===== src/rtl/imem_loader_pkg.sv =====
// Shared types and constants for the instruction-memory loader.
// Frame: ADDR(2) CNT(2) N*4 data bytes, then an XOR checksum byte.
package imem_loader_pkg;

    typedef enum logic [2:0] {
        ST_IDLE,
        ST_ADDR_HI,
        ST_ADDR_LO,
        ST_CNT_HI,
        ST_CNT_LO,
        ST_DATA,
        ST_CSUM,
        ST_FIN
    } imem_ld_state_t;

    localparam int HDR_BYTES      = 4;
    localparam int BYTES_PER_WORD = 4;

    localparam logic [1:0] LAST_BYTE_IDX = 2'(BYTES_PER_WORD - 1);

endpackage


===== src/rtl/imem_word_assembler.sv =====
// Big-endian byte-to-word assembler.
// o_word/o_word_valid are registered: valid the cycle after the 4th byte.
module imem_word_assembler
    import imem_loader_pkg::*;
#(
    parameter int DATA_W = 32
) (
    input  logic              clk,
    input  logic              rst,
    input  logic              i_clear,
    input  logic              i_byte_en,
    input  logic [7:0]        i_byte,
    output logic              o_last_byte,
    output logic              o_word_valid,
    output logic [DATA_W-1:0] o_word
);

    logic [1:0]        r_idx;
    logic [DATA_W-9:0] r_shift;
    logic              r_valid;
    logic [DATA_W-1:0] r_word;

    assign o_last_byte  = i_byte_en && (r_idx == LAST_BYTE_IDX);
    assign o_word_valid = r_valid;
    assign o_word       = r_word;

    always_ff @(posedge clk or negedge rst) begin
        if (!rst) begin
            r_idx   <= '0;
            r_shift <= '0;
            r_valid <= 1'b0;
            r_word  <= '0;
        end else begin
            r_valid <= 1'b0;
            if (i_clear) begin
                r_idx   <= '0;
                r_shift <= '0;
            end else if (i_byte_en) begin
                r_idx   <= r_idx + 2'd1;
                r_shift <= {r_shift[DATA_W-17:0], i_byte};
                if (o_last_byte) begin
                    r_word  <= {r_shift, i_byte};
                    r_valid <= 1'b1;
                end
            end
        end
    end

endmodule


===== src/rtl/imem_loader.sv =====
// Byte-serial framed loader that writes the instruction memory
// and holds the core while a download is in progress.
module imem_loader
    import imem_loader_pkg::*;
#(
    parameter int ADDR_W = 16,
    parameter int DATA_W = 32
) (
    input  logic              clk,
    input  logic              rst,
    input  logic              start,
    input  logic              in_valid,
    input  logic [7:0]        in_data,
    output logic              in_ready,
    output logic              busy,
    output logic              cpu_hold,
    output logic              done,
    output logic              err,
    output logic              wr_en,
    output logic [ADDR_W-1:0] wr_addr,
    output logic [DATA_W-1:0] wr_data
);

    imem_ld_state_t r_state;
    imem_ld_state_t w_next;

    logic [15:0]       r_base;
    logic [15:0]       r_cnt;
    logic [15:0]       r_widx;
    logic [7:0]        r_csum;
    logic              r_err;
    logic [ADDR_W-1:0] r_wr_addr;

    logic w_accept;
    logic w_start_ok;
    logic w_data_byte;
    logic w_last_byte;
    logic w_last_word;
    logic w_cnt_zero;

    assign in_ready = (r_state != ST_IDLE) && (r_state != ST_FIN);
    assign busy     = (r_state != ST_IDLE);
    assign cpu_hold = busy;
    assign done     = (r_state == ST_FIN);
    assign err      = r_err;
    assign wr_addr  = r_wr_addr;

    assign w_accept    = in_valid && in_ready;
    assign w_start_ok  = start && (r_state == ST_IDLE);
    assign w_data_byte = w_accept && (r_state == ST_DATA);
    assign w_last_word = w_last_byte && ((r_widx + 16'd1) == r_cnt);
    assign w_cnt_zero  = ({r_cnt[15:8], in_data} == 16'd0);

    imem_word_assembler #(
        .DATA_W(DATA_W)
    ) u_asm (
        .clk         (clk),
        .rst         (rst),
        .i_clear     (w_start_ok),
        .i_byte_en   (w_data_byte),
        .i_byte      (in_data),
        .o_last_byte (w_last_byte),
        .o_word_valid(wr_en),
        .o_word      (wr_data)
    );

    always_ff @(posedge clk or negedge rst) begin
        if (!rst) begin
            r_state <= ST_IDLE;
        end else begin
            r_state <= w_next;
        end
    end

    always_comb begin
        w_next = r_state;
        unique case (r_state)
            ST_IDLE:    if (start)    w_next = ST_ADDR_HI;
            ST_ADDR_HI: if (w_accept) w_next = ST_ADDR_LO;
            ST_ADDR_LO: if (w_accept) w_next = ST_CNT_HI;
            ST_CNT_HI:  if (w_accept) w_next = ST_CNT_LO;
            ST_CNT_LO: begin
                if (w_accept) begin
                    w_next = w_cnt_zero ? ST_CSUM : ST_DATA;
                end
            end
            ST_DATA:    if (w_last_word) w_next = ST_CSUM;
            ST_CSUM:    if (w_accept)    w_next = ST_FIN;
            ST_FIN:     w_next = ST_IDLE;
            default:    w_next = ST_IDLE;
        endcase
    end

    always_ff @(posedge clk or negedge rst) begin
        if (!rst) begin
            r_base    <= '0;
            r_cnt     <= '0;
            r_widx    <= '0;
            r_csum    <= '0;
            r_err     <= 1'b0;
            r_wr_addr <= '0;
        end else begin
            if (w_start_ok) begin
                r_csum <= '0;
                r_err  <= 1'b0;
                r_widx <= '0;
            end else if (w_accept) begin
                if (r_state != ST_CSUM) begin
                    r_csum <= r_csum ^ in_data;
                end
                unique case (r_state)
                    ST_ADDR_HI: r_base[15:8] <= in_data;
                    ST_ADDR_LO: r_base[7:0]  <= in_data;
                    ST_CNT_HI:  r_cnt[15:8]  <= in_data;
                    ST_CNT_LO:  r_cnt[7:0]   <= in_data;
                    ST_CSUM:    r_err        <= (in_data != r_csum);
                    default:    ;
                endcase
                // Address wraps modulo 2^ADDR_W by truncation.
                if (w_last_byte) begin
                    r_wr_addr <= ADDR_W'(r_base + r_widx);
                    r_widx    <= r_widx + 16'd1;
                end
            end
        end
    end

endmodule


===== config.mk =====
export PLATFORM = sky130hd
export DESIGN_NAME = imem_loader
export DESIGN_NICKNAME = d
export VERILOG_FILES = /design/src/rtl/imem_loader_pkg.sv /design/src/rtl/imem_word_assembler.sv /design/src/rtl/imem_loader.sv
export SDC_FILE = /design/constraint.sdc
export NUM_CORES = 1
export LEC_CHECK = 0
export CORE_UTILIZATION = 52
export DETAILED_ROUTE_END_ITERATION = 12
export GPL_TIMING_DRIVEN = 0
export PLACE_DENSITY = 0.82
export SETUP_SLACK_MARGIN = 0.4
export SYNTH_ARGS = -nofsm -noshare
export SYNTH_HDL_FRONTEND = slang
export SYNTH_SLANG_ARGS = --single-unit

===== constraint.sdc =====
create_clock -name clk -period 2 [get_ports clk]
set_input_delay 0.6 -clock clk [delete_from_list [all_inputs] [get_ports clk]]
set_output_delay 0.6 -clock clk [all_outputs]
set_load 0.01 [all_outputs]

==> results of run 1 <==
-- kinds of logic (layout without fill, tap and decap cells) --
family	Yosys count	in the layout	synth area share [%]
adder cells (fa/ha/maj)	18	18	3.539
buffers and inverters	49	239	3.140
XOR/XNOR	42	42	5.595
AND/OR/NAND/NOR	222	222	15.47
flip-flops	135	135	51.38
AO/OA/AOI/OAI	139	139	14.03
multiplexers	40	40	6.851
-- metal layers --
layer / global-route usage (%) / vias to the layer above / part of all wire [%]
li1: - / 2629 / -
met1: 41.60 / 3333 / 35
met2: 57.09 / 569 / 48
met3: 7.941 / 197 / 9.6
met4: 20.00 / 0 / 7.6
met5: 0 / - / 0
-- critical path, delay by kind of cell, from the launching register on --
kind | cells | cell delay [ns]
AO/OA/AOI/OAI | 4 | 0.97
adder cells (fa/ha/maj) | 2 | 0.40
AND/OR/NAND/NOR | 2 | 0.43
flip-flops | 1 | 0.43
buffers and inverters | 1 | 0.06
-- power by group through the flow --
stage / Sequential, mW / Combinational, mW / Clock, mW
finish: 4.74 / 6.20 / 3.12
CTS: 4.52 / 4.83 / 3.01
floorplan: 4.54 / 2.31 / 0
detailed placement: 4.52 / 3.98 / 0
global placement: 4.46 / 3.80 / 0
global route: 4.79 / 6.45 / 3.22
-- state kept, by name, indices dropped and copies added, names as in the netlist, 2 cells and up --
signal         count
r_base            16
r_cnt             16
r_csum             8
r_state            3
r_widx            16
u_asm.o_word      32
u_asm.r_idx        2
u_asm.r_shift     24
wr_addr           16
-- synth_stat cells, types with 3 or more instances --
master	count
a21o_1	3
a21oi_1	8
nand3_1	13
o21a_1	6
nor4_1	4
o21bai_1	3
mux2_2	36
a22o_1	26
o21ai_1	24
buf_2	6
o21ai_0	36
and3_1	10
xnor2_1	32
dfrtp_1	135
a211oi_1	3
ha_1	17
nor3_1	7
and2_1	5
or3_1	4
nand2_1	121
nor2b_1	5
inv_1	11
nor2_1	33
xor2_1	10
o31ai_1	12
nand4_1	8
mux2_1	4
clkbuf_1	27
-- layout make-up --
| class | count | area, um^2 | share of cell area [%] |
|---|---|---|---|
| clock buffers | 18 | 439.2 | 4.296 |
| repair buffers | 158 | 1359 | 13.29 |
| clock inverters | 14 | 127.6 | 1.248 |
| plain buffers | 37 | 485.5 | 4.749 |
| multi-input cells | 461 | 4154 | 40.64 |
| inverters | 12 | 52.55 | 0.5141 |
| flip-flops and latches | 135 | 3395 | 33.21 |
| well taps | 168 | 210.2 | 2.056 |
-- what timing repair did --
action,4_1_cts,5_1_grt
pin swaps,70,59
gates cloned,3,6
setup endpoints to repair,188,141
resized for setup,443,145
buffers inserted,46,45
-- final timing paths --
path | slack (ns) | cells after the start | end | from
worst max-delay path | -0.40 | 9 | wr_addr[14]$_DFFE_PN0P_ | r_widx[0]$_DFFE_PN0P_
worst min-delay path | 0.10 | 1 | r_state[0]$_DFFE_PN0P_ | rst
worst max register to register | -0.40 | 9 | wr_addr[14]$_DFFE_PN0P_ | r_widx[0]$_DFFE_PN0P_
worst min register to register | 0.48 | 2 | u_asm.o_word[30]$_DFFE_PN0P_ | u_asm.o_word[30]$_DFFE_PN0P_
max in group asynchronous | 1.10 | 2 | wr_addr[1]$_DFFE_PN0P_ | rst
min in group clk | 0.46 | 3 | r_csum[6]$_DFFE_PN0P_ | in_data[6]
==> impl.org, run 1 <==
** Outcome
- The run finished, with violations left.
- The final reports fail on negative setup slack.

** Cells and area
- The net count of the finished layout is 852.
- Final-layout fill cell count :: just over 500
- Final standard cell area without fillers :: slightly above 10000 um^2
- Number of diodes added for antenna fixing :: 0
- Fraction of final layout cells with drive strength greater than 1 :: between 50% and 60%
- Non-filler cells in the finished layout :: around 1.0k
- Most common library cell in the layout ignoring fill and taps :: dfrtp_1
- Growth of design area from synthesis to finish :: 55.47%
- Final core occ :: 84.05%
- Top library cells by usage in the layout, fill and taps aside :: 122 x dfrtp_1, 73 x nand2_1, 61 x buf_4

** Power and ir drop
- Total chip power :: 14.05 mW
- Sequential cell fraction of total power :: 33.7%
- VDD sags by at most 1.042 mV.
- Internal power :: 8.588 mW
- Leakage :: 4.721 nW
- Power per standard cell area :: about 1400 nW/um^2
- The share of total power dissipated in combinational logic is between 40% and 50%.
- Of the total power, the clock network draws 22.2%.
- Switching part of the total :: 38.89%
- Summed over all nets, the switching power comes to 5.467 mW.

** Die
- The die is 114.4 um wide.
- The total area inside the core boundary comes to ~12000 um^2.
- The floorplan step set the die height to between 100 and 150 um.
- For this configuration, the core starts out at a cell density of 54.06%.
- The floorplan has 40 rows.
- The floorplan step defined a die boundary enclosing 13100 um^2.
- 66 I/O pins were placed.

** STA
- Slew of the pin with the lowest slew margin :: 0.9776 ns
- Subtracting the final worst setup slack from the clock period gives 2.403 ns.
- Hold violation total from the final report :: 0
- Post-route setup TNS :: -4.369 ns
- Headroom to the max-slew limit came out at 34.82%.
- Of the available clock period, the critical path in the final layout requires 120.2%.
- Final hold analysis gives a worst-case slack of 0.1047 ns.
- The clock arrives with 0.01272 ns of skew.
- Highest clock rate :: 416.1 MHz
- The number of pins exceeding their max-slew limit in the final report is 0.
- Final setup violation count :: 51
- Setup repair after global routing missed its margin :: yes
- Slack of the critical path :: -0.4035 ns

** Clocking
- TritonCTS built the clock tree.
- The later pin in the worst-skew pair is clocked with a latency of between 0.4 and 0.5 ns.
- Clock Tree Root :: clkbuf_16
- Clock buffer count from CTS :: 17
- After clock tree synthesis, the flow added hold-fix buffers numbering 0.
- Clock H-tree levels :: 4
- The tree built by TritonCTS fans out to 135 sinks.
- Clk slew on worst S/H paths :: ~0.070 ns
- In this run the deepest clock path goes through 2 buffers.

** Setup path
- At the worst endpoint, the arrival time is 2.73 ns.
- Cells along the critical path :: ha_4, inv_2, fa_2, nor2b_2, o31a_1, o211ai_1, a311oi_2, or3_1, a31o_1
- In this design, the stage delay of the slowest critical-path cell is around 0.43 ns.
- CP startpoint kind :: flip-flop
- Of all nets on the critical path, the largest fanout is 2.
- Master of the slowest instance on the critical path :: dfrtp_2
- STA classifies the critical path endpoint as a flip-flop.
- The worst setup path is of the flip-flop to flip-flop kind.
- Data on the critical path is required at its endpoint by roughly 2.3 ns.

** Place
- The wire-length estimate of the detail-placed layout is 11.29 mm.
- Timing analysis after detailed placement gives a worst setup slack of -0.9631 ns.
- Area after detailed placement :: 7627 um^2
- The congestion estimate from routability-driven global placement came to between 0.9 and 1.
- Total placed cells including tap cells :: 871
- IO buf count :: 57

** Synthesis
- Post-synth EDFFs :: 0
- Leading register cell type out of synthesis :: dfrtp_1
- Synthesis Warnings :: 0
- Post-synthesis cell type with the largest combined area :: dfrtp_1
- In the synthesized netlist the async set-or-reset flop fraction comes to 100.0%.
- Mapped Area :: 6575 um^2
- Most area-consuming cells after synthesis :: dfrtp_1 51%, nand2_1 6.9%, mux2_2 6.2%
- Average cell area after synthesis :: 10.19 um^2
- Seq/Total Area, Yosys :: just over 50%
- After technology mapping, the gate count stands at 645.
- Number of register bits inferred by synthesis :: 135
- The synthesized netlist contains 57 unique library cells.
- Area share of the largest cell type after synthesis :: 51.38%
- Counting every net in the synthesized netlist gives 675.

** GRT
- Number of antenna violations at the first check in global routing :: 0
- The first global-routing pass estimated 33.80 mm of wire.
- Maximum number of pins on one net before global-route repair :: 83
- The number of global-route vias before repair was about 6.2k.
- Global-route congestion overflow total :: 0
- Global Route Usage Sum :: roughly 35%

** Detailed routing
- Detailed-route vias per instance :: roughly 6.7
- Dividing the detail-routed wire length by the instance count gives 27.30 um.
- In this run the remaining antenna-violating nets after routing total 0.
- Total Wirelength :: ~27 mm
- Final routed DRC violation total :: 0
- Detailed routing inserted a total of 6728 vias.
- Router iterations before antenna repair :: 7
- Iteration-0 DRC count of the detailed router :: 976

** Run
- Across the run, the number of max-cap violations was 0.

** Worst hold path
- The path class of the tightest hold or removal check is primary input to asynchronous set/reset pin.
(Power assumes the default switching activity.)
==> run 2, diff against run 1 <==
==> constraint.sdc (replaced) <==
create_clock -name clk -period 2 [get_ports clk]
set_input_delay 0.6 -clock clk [delete_from_list [all_inputs] [get_ports clk]]
set_output_delay 0.6 -clock clk [all_outputs]
set_load 0.05 [all_outputs]
==> run 2 against run 1 <==
  * The flow still finishes with violations (negative setup slack)
  * Global-route usage down 4.5 points
  * Flip-flop and latch count unchanged
  * Via count is 4.3% lower
  * Clock power decreased by 2%
  * Total power grew 9.5%
  * Critical endpoint unchanged
  * Cell count fell by 2.3%
==> impl.org, run 2 (synthesis results as in run 1) <==
** Detailed routing
- For this block, the routed nets add up to 25.11 mm of wire.
- Iteration-0 DRC count of the detailed router :: ~900
- Detailed-route vias per instance :: 6.571
- For this run, design rule violations remaining after detail routing come to 0.
- The first TritonRoute pass finished after 8 iterations.
- The detailed router placed 6440 vias in this run.
- DR WL/cell :: between 20 and 30 um
- Antenna viol nets, final :: 0

** Cells and area
- For this run, the post-layout net count is roughly 830.
- Most common library cell in the layout ignoring fill and taps :: dfrtp_1
- 0 antenna diodes ended up in the layout.
- For this run, the share of the core covered by cells in the final layout is 82.86%.
- Relative to the synthesized area, the layout overhead comes to 53.26%.
- Fraction of final layout cells with drive strength greater than 1 :: 46.92%
- Top library cells by usage in the layout, fill and taps aside :: 125 x dfrtp_1, 84 x nand2_1, 77 x buf_6
- The count of cells in the finished layout, fillers not included, comes to 980.
- The register with the most flip-flops in the layout has 32 of them.
- The filler cells instantiated in the layout total 547.

** Clocking
- The clock tree synthesis step divided the H-tree into 4 levels.
- The clock net in this run drives a total of 135 sinks.
- Clock Tree Root :: clkbuf_16
- Clock buffer count from CTS :: 17
- Clk slew on worst S/H paths :: 0.06 ns
- CTS Buffer Depth :: 2
- TritonCTS built the clock tree.
- Clk_lat worst skew :: 0.44 ns
- Number of hold-repair buffers added at the cts stage :: 0

** GRT
- Maximum number of pins on one net before global-route repair :: 80
- Number of antenna violations at the first check in global routing :: 0
- Global-route wire length before repair :: 29.39 mm
- For this run the aggregate overflow at the end of global routing stands at 0.
- For this run, the total global-route usage over all layers was measured as 30.05%.
- Via count of the first global-routing pass :: 5473

** STA
- Hold violation total from the final report :: 0
- Setup violations remaining at the end of the flow were counted as 11.
- Setup skew after layout :: roughly 0.015 ns
- Number of max-slew violations in the final report :: 0
- In the post-route analysis, the smallest setup slack over all paths is -0.4928 ns.
- Highest clock rate :: 401.2 MHz
- Setup repair after global routing could not meet its margin everywhere.
- In this run the tightest slew margin relative to its limit is between 30% and 40%.
- Worst-case hold slack :: 0.1249 ns
- Post-route setup TNS :: -1.937 ns
- Dividing the final minimum period by the clock period gives 124.6%.
- Slew of the pin with the lowest slew margin :: between 0.9 and 1 ns
- Counting I/O delays and the setup requirement, the final critical path takes roughly 2.5 ns.

** Die
- The die covers approximately 13000 um^2.
- Number of I/O pins :: 66
- In this run the horizontal extent of the chip is 114.4 um.
- Core area :: 12160 um^2
- Height of the chip :: 114.4 um
- The floorplan has 40 rows.
- The initial utilization of the core area, before any placement, comes to 54.06%.

** Power and ir drop
- Combinational logic is responsible for 49.0% of the overall power.
- The share of total power dissipated in sequential elements is a little under a third.
- Clock share of power :: 19.9%
- Switching power :: 6.437 mW
- Total power for the finished layout comes to 15.38 mW.
- Leakage :: 4.567 nW
- The worst-case IR drop observed on VDD is about 1.2 mV.
- Internal power :: 8.947 mW
- Power per standard cell area :: between 1500 and 2000 nW/um^2
- Switching part of the total :: a little over two fifths

** Place
- IO buf count :: 57
- Final weighted congestion in routability-driven placement :: 0.9225
- Total placed cells including tap cells :: 871
- Detailed placement HPWL :: ~11 mm

** Setup path
- The critical path in this run is classified as flip-flop to flip-flop.
- Critical-path maximum fanout :: 2
- Endpoint of the worst-slack reg-to-reg timing path :: wr_addr[14]$_DFFE_PN0P_
- Data on the critical path is required at its endpoint by 2.33 ns.
- Register-to-register setup slack :: -0.49 ns
- The worst setup path is captured at a flip-flop.
- Data on the critical path arrives at its endpoint at between 2 and 3 ns.
- Crit Reg-Reg Startpoint :: r_base[0]$_DFFE_PN0P_
- STA classifies the critical path startpoint as a flip-flop.
- Cells on worst reg2reg path :: 9

** Outcome
- Result of the run :: finished, violations left
- Violated checks :: negative setup slack

** Run
- Max-cap violations in this run came to 0.

** Worst hold path
- The worst hold path belongs to the class primary input to asynchronous set/reset pin.
run 2: cell count changes in the layout (fill, tap and decap cells not counted), sizes merged:
cell	before	now
clkdlybuf4s15	1	0
bufinv	0	1
buf	170	152
clkinv	1	6
clkbuf	41	38
inv	23	15
clkinvlp	2	3
run 2: critical path, cell delays in order, from the launching register on:
cell,delay [ns]
dfrtp_1,0.40
ha_4,0.17
inv_2,0.04
fa_2,0.36
nor2b_2,0.17
o31a_1,0.19
o211ai_1,0.15
a311oi_1,0.45
o21ai_0,0.20
a31o_1,0.24
run 2: metal layers:
metal  global-route usage (%)  vias to the layer above  part of all wire [%]  wire length (um)
met5                        0                        -                     0                 0
met3                    7.147                      182                    10              2535
met1                    38.34                     3176                    36              9014
met4                    13.42                        0                   7.3              1835
met2                    48.89                      500                    47             11720
li1                         -                     2582                     -                 -
run 2: repair_timing:
item / in CTS / in global routing
cloned: 2 / 7
gates resized for setup: 497 / 196
pin swaps: 34 / 100
endpoints found under the setup margin: 189 / 165
setup buffers: 23 / 45
run 2: how the worst max path moves through the flow:
| stage | from | end | cells past startpoint |
|---|---|---|---|
| finish | r_base[0]$_DFFE_PN0P_ | wr_addr[14]$_DFFE_PN0P_ | 9 |
| global route | r_base[0]$_DFFE_PN0P_ | wr_addr[14]$_DFFE_PN0P_ | 9 |
| CTS | r_base[0]$_DFFE_PN0P_ | wr_addr[14]$_DFFE_PN0P_ | 9 |
| detailed placement | in_valid | r_state[0]$_DFFE_PN0P_ | 8 |
| global placement | rst | r_widx[7]$_DFFE_PN0P_ | 1 |
| floorplan | in_data[6] | r_state[0]$_DFFE_PN0P_ | 7 |
run 2: area by class of cell:
type,instances,area [um^2],share of cell area (%)
multi-input cells,461,3923,38.92
repair buffers,135,1534,15.22
inverters,12,55.05,0.5463
plain buffers,37,401.6,3.986
clock buffers,19,442.9,4.395
well taps,168,210.2,2.086
flip-flops and latches,135,3391,33.65
clock inverters,13,120.1,1.192
run 2: power by group through the flow:
stage	clock network, mW	logic, mW	registers (mW)
floorplan	0	2.48	5.78
global placement	0	5.22	4.46
detailed placement	0	5.38	4.52
CTS	2.99	6.18	4.57
global route	3.19	7.83	4.83
finish	3.06	7.54	4.78
run 2: through the flow:
step / cell area (um^2) / setup WS (ns)
5_1_grt: 10080 / -0.5506
4_1_cts: 8937 / -0.2520
2_1_floorplan: 6839 / -0.1865
6_report: 10080 / -0.4928
3_3_place_gp: 7620 / -5.153
3_5_place_dp: 7649 / -0.8600
==> run 3, diff against run 2 <==
MAX_ROUTING_LAYER = met4   (was not set)
PLACE_DENSITY = 0.77   (was 0.82)
==> run 3 against run 2 <==
  * The run still ends with negative setup slack left
  * Fmax grew 2.9%
  * Register-to-register slack better by 0.07 ns
  * Wire length down 2.1%
  * Total power increased by 0.48%
  * Combinational power barely moved
  * Sequential power down 0.8%
  * Clock skew fell by 0.0080 ns
  * Sequential share of layout area decreased by 0.37 points
  * Clock power rose by 5%
  * Count of clock-buffer cells in the layout shrank 2
  * Cell count is 1.8% higher
==> impl.org, run 3 (synthesis results as in run 1) <==
** Outcome
- The run finished, with violations left.
- The final reports fail on negative setup slack.

** GRT
- For this run, the total global-route usage over all layers was measured as between 30% and 40%.
- GR met3 Demand/Resource :: ~7.6%
- M2 GR Usage :: about 50%
- Global-route wire length before repair :: 29.61 mm
- The number of global-route vias before repair is 5695.
- Global-route track usage on met1 :: 36.54%
- Layer carrying the most global-route usage :: met2
- Number of antenna violations at the first check in global routing :: 0
- Global-route congestion overflow total :: 0
- Maximum number of pins on one net before global-route repair :: 81

** Setup path
- Endpoint of the worst-slack reg-to-reg timing path :: wr_addr[14]$_DFFE_PN0P_
- Cells on worst reg2reg path :: 9
- CP startpoint kind :: flip-flop
- Max incr delay on CP :: 0.42 ns
- The startpoint identified for the worst register-to-register timing path is r_base[0]$_DFFE_PN0P_.
- The critical path is of the flip-flop to flip-flop type.
- Among cell families on the critical path, the largest total delay comes from compound AO/OA/AOI/OAI gates.
- CP Buf/Inv Count :: 1
- Crit path required time :: around 2.3 ns
- Data arrival time of the worst path :: between 2 and 3 ns
- STA classifies the critical path endpoint as a flip-flop.
- Of all nets on the critical path, the largest fanout is 2.
- Among all stages on the critical path, the largest delay is contributed by dfrtp_1.
- The critical path goes through ha_4, inv_2, fa_2, nor2b_2, o31a_1, o211ai_1, a311oi_2, or3_1, a31o_1.
- In this run the register-to-register setup slack is -0.42 ns.

** Clocking
- Clock buffer count from CTS :: 17
- Clk slew on worst S/H paths :: around 0.06 ns
- After clock tree synthesis, the flow added hold-fix buffers numbering 0.
- The clock drives 135 sinks.
- TritonCTS built the clock tree.
- In this run the number of H-tree levels came out at 4.
- The clock reaches the later pin of the worst-skew pair after 0.44 ns.
- In this run the clock root is driven by a clkbuf_16.
- The longest clock path from root to sink contains 2 buffers.

** Place
- Area after detailed placement :: 7649 um^2
- Prior to clock tree synthesis, the placed netlist has a worst setup slack of -0.9976 ns.
- Counting tap cells, the placed design contains a total of 871 instances.
- During placement, the flow inserted port buffers numbering 57.
- Once detailed placement completed, the half-perimeter wirelength came to between 10 and 15 mm.
- The congestion estimate from routability-driven global placement came to 0.9111.

** Die
- Core area :: 12160 um^2
- Die W :: ~110 um
- Height of the chip :: 114.4 um
- Number of I/O pins :: 66
- Cell row count :: 40
- Die Footprint :: ~13000 um^2
- The initial utilization of the core area, before any placement, comes to approximately 54%.

** Power and ir drop
- The share of total power dissipated in the clock network is between 20% and 30%.
- Combinational group share of total power :: 48.6%
- For this design the total switching power over the nets is 6.414 mW.
- Internal power :: between 9 and 10 mW
- Highest ir drop seen on vdd :: around 1.1 mV
- Switching part of the total :: 41.49%
- Dividing total power by cell area gives a power density of 1517 nW/um^2.
- Summed over all cells, the static leakage comes to around 4.7 nW.
- The share of total power dissipated in sequential elements is 30.7%.
- Power comes to 15.46 mW.

** Detailed routing
- Vias after detailed routing :: 6432
- Total Wirelength :: 24.58 mm
- Iteration-0 DRC count of the detailed router :: 745
- Final routed DRC violation total :: 0
- Router iterations before antenna repair :: 5
- Once detail routing completed, the nets flagged for antenna violations numbered 0.
- DR WL/cell :: 24.63 um
- Dividing the detail-routed via count by the number of cells gives 6.445.

** STA
- Derived from the worst setup path, the maximum achievable clock frequency is ~410 MHz.
- The total count of hold-check failures in the final report was 0.
- Slew of the pin with the lowest slew margin :: 0.8678 ns
- Hold is met by 0.1250 ns.
- Slack of the critical path :: -0.4221 ns
- For the finished layout, the period the worst path requires is 2.422 ns.
- Fin crit share :: 121.1%
- Number of max-slew violations in the final report :: 0
- Setup violations remaining at the end of the flow were counted as 14.
- In the final timing run, aggregate negative setup slack is -2.357 ns.
- In this run the tightest slew margin relative to its limit is 42.15%.
- Between clock sinks in the finished design, the worst skew comes to 0.007230 ns.
- Setup repair after global routing could not meet its margin everywhere.

** Cells and area
- Final standard cell area without fillers :: 10190 um^2
- Cells with a size suffix above 1 make up 46.27% of the layout.
- The final layout contains 847 nets.
- Final core occ :: between 80% and 90%
- Leaving out fill and tap cells, the most frequent cells in the layout are 125 x dfrtp_1, 95 x nand2_1, 88 x buf_6.
- The repair_antennas step left the layout with diodes totalling 0.
- Leaving out fill and tap cells, the most frequent cell in the layout is dfrtp_1.
- Number of flip-flops under the largest register name :: 32
- The finished layout holds 998 standard cells, fillers aside.
- Growth of design area from synthesis to finish :: 54.96%

** Worst hold path
- Worst hold path type :: primary input to asynchronous set/reset pin

** Run
- Maxcap violations :: 0
[run 3: changes by cell type in the layout (fill, tap and decap cells not counted), moves of 4 or more]
cell     delta
buf_8       -7
mux2_4     +13
buf_4      +15
nand2_1    +11
nand2_4     -8
mux2_2     -13
o21ai_1     -4
buf_6      +11
[run 3: layout make-up]
type | instances | area (um^2)
Buffer | 37 | 407.9
Fill cell | 562 | 1973
Clock inverter | 15 | 171.4
Clock buffer | 17 | 425.4
Tap cell | 168 | 210.2
Inverter | 12 | 56.30
Timing Repair Buffer | 153 | 1650
Sequential cell | 135 | 3391
Multi-Input combinational cell | 461 | 3876
[run 3: power groups by stage]
stage | registers, mW | logic [mW] | clock network (mW)
after detailed placement | 4.54 | 5.37 | 0
final | 4.74 | 7.52 | 3.20
after CTS | 4.59 | 6.22 | 3.15
after global placement | 4.48 | 5.22 | 0
after floorplan | 5.78 | 2.48 | 0
after global routing | 4.80 | 7.84 | 3.31
[run 3: worst max path at each step]
stage	slack, ns	end	cells after the start	start
2_1_floorplan	-0.19	r_state[0]$_DFFE_PN0P_	7	in_data[6]
3_3_place_gp	-5.25	r_widx[0]$_DFFE_PN0P_	1	rst
3_5_place_dp	-1.0	r_state[0]$_DFFE_PN0P_	8	in_valid
4_1_cts	-0.29	wr_addr[14]$_DFFE_PN0P_	9	r_widx[0]$_DFFE_PN0P_
5_1_grt	-0.43	wr_addr[14]$_DFFE_PN0P_	8	r_base[1]$_DFFE_PN0P_
6_report	-0.42	wr_addr[14]$_DFFE_PN0P_	9	r_base[0]$_DFFE_PN0P_
[run 3: repair_timing]
action | 4_1_cts | 5_1_grt
setup buffers | 38 | 48
gates cloned | 4 | 5
pin swaps | 33 | 57
endpoints found under the setup margin | 189 | 160
resized for setup | 512 | 170
hold endpoints to repair | 0 | 0
[run 3: layer usage]
| metal | share of wire [%] | wire length (um) |
|---|---|---|
| met2 | 49 | 11940 |
| met5 | 0 | 0 |
| met3 | 8.4 | 2072 |
| met1 | 37 | 8986 |
| met4 | 6.4 | 1582 |
[run 3: worst register-to-register path: cells and delay by family, from the launching register on]
| kind | cells | cell delay, ns |
|---|---|---|
| simple gates | 2 | 0.44 |
| flops | 1 | 0.42 |
| fa+ha+maj | 2 | 0.40 |
| buf+inv | 1 | 0.06 |
| compound gates | 4 | 0.98 |
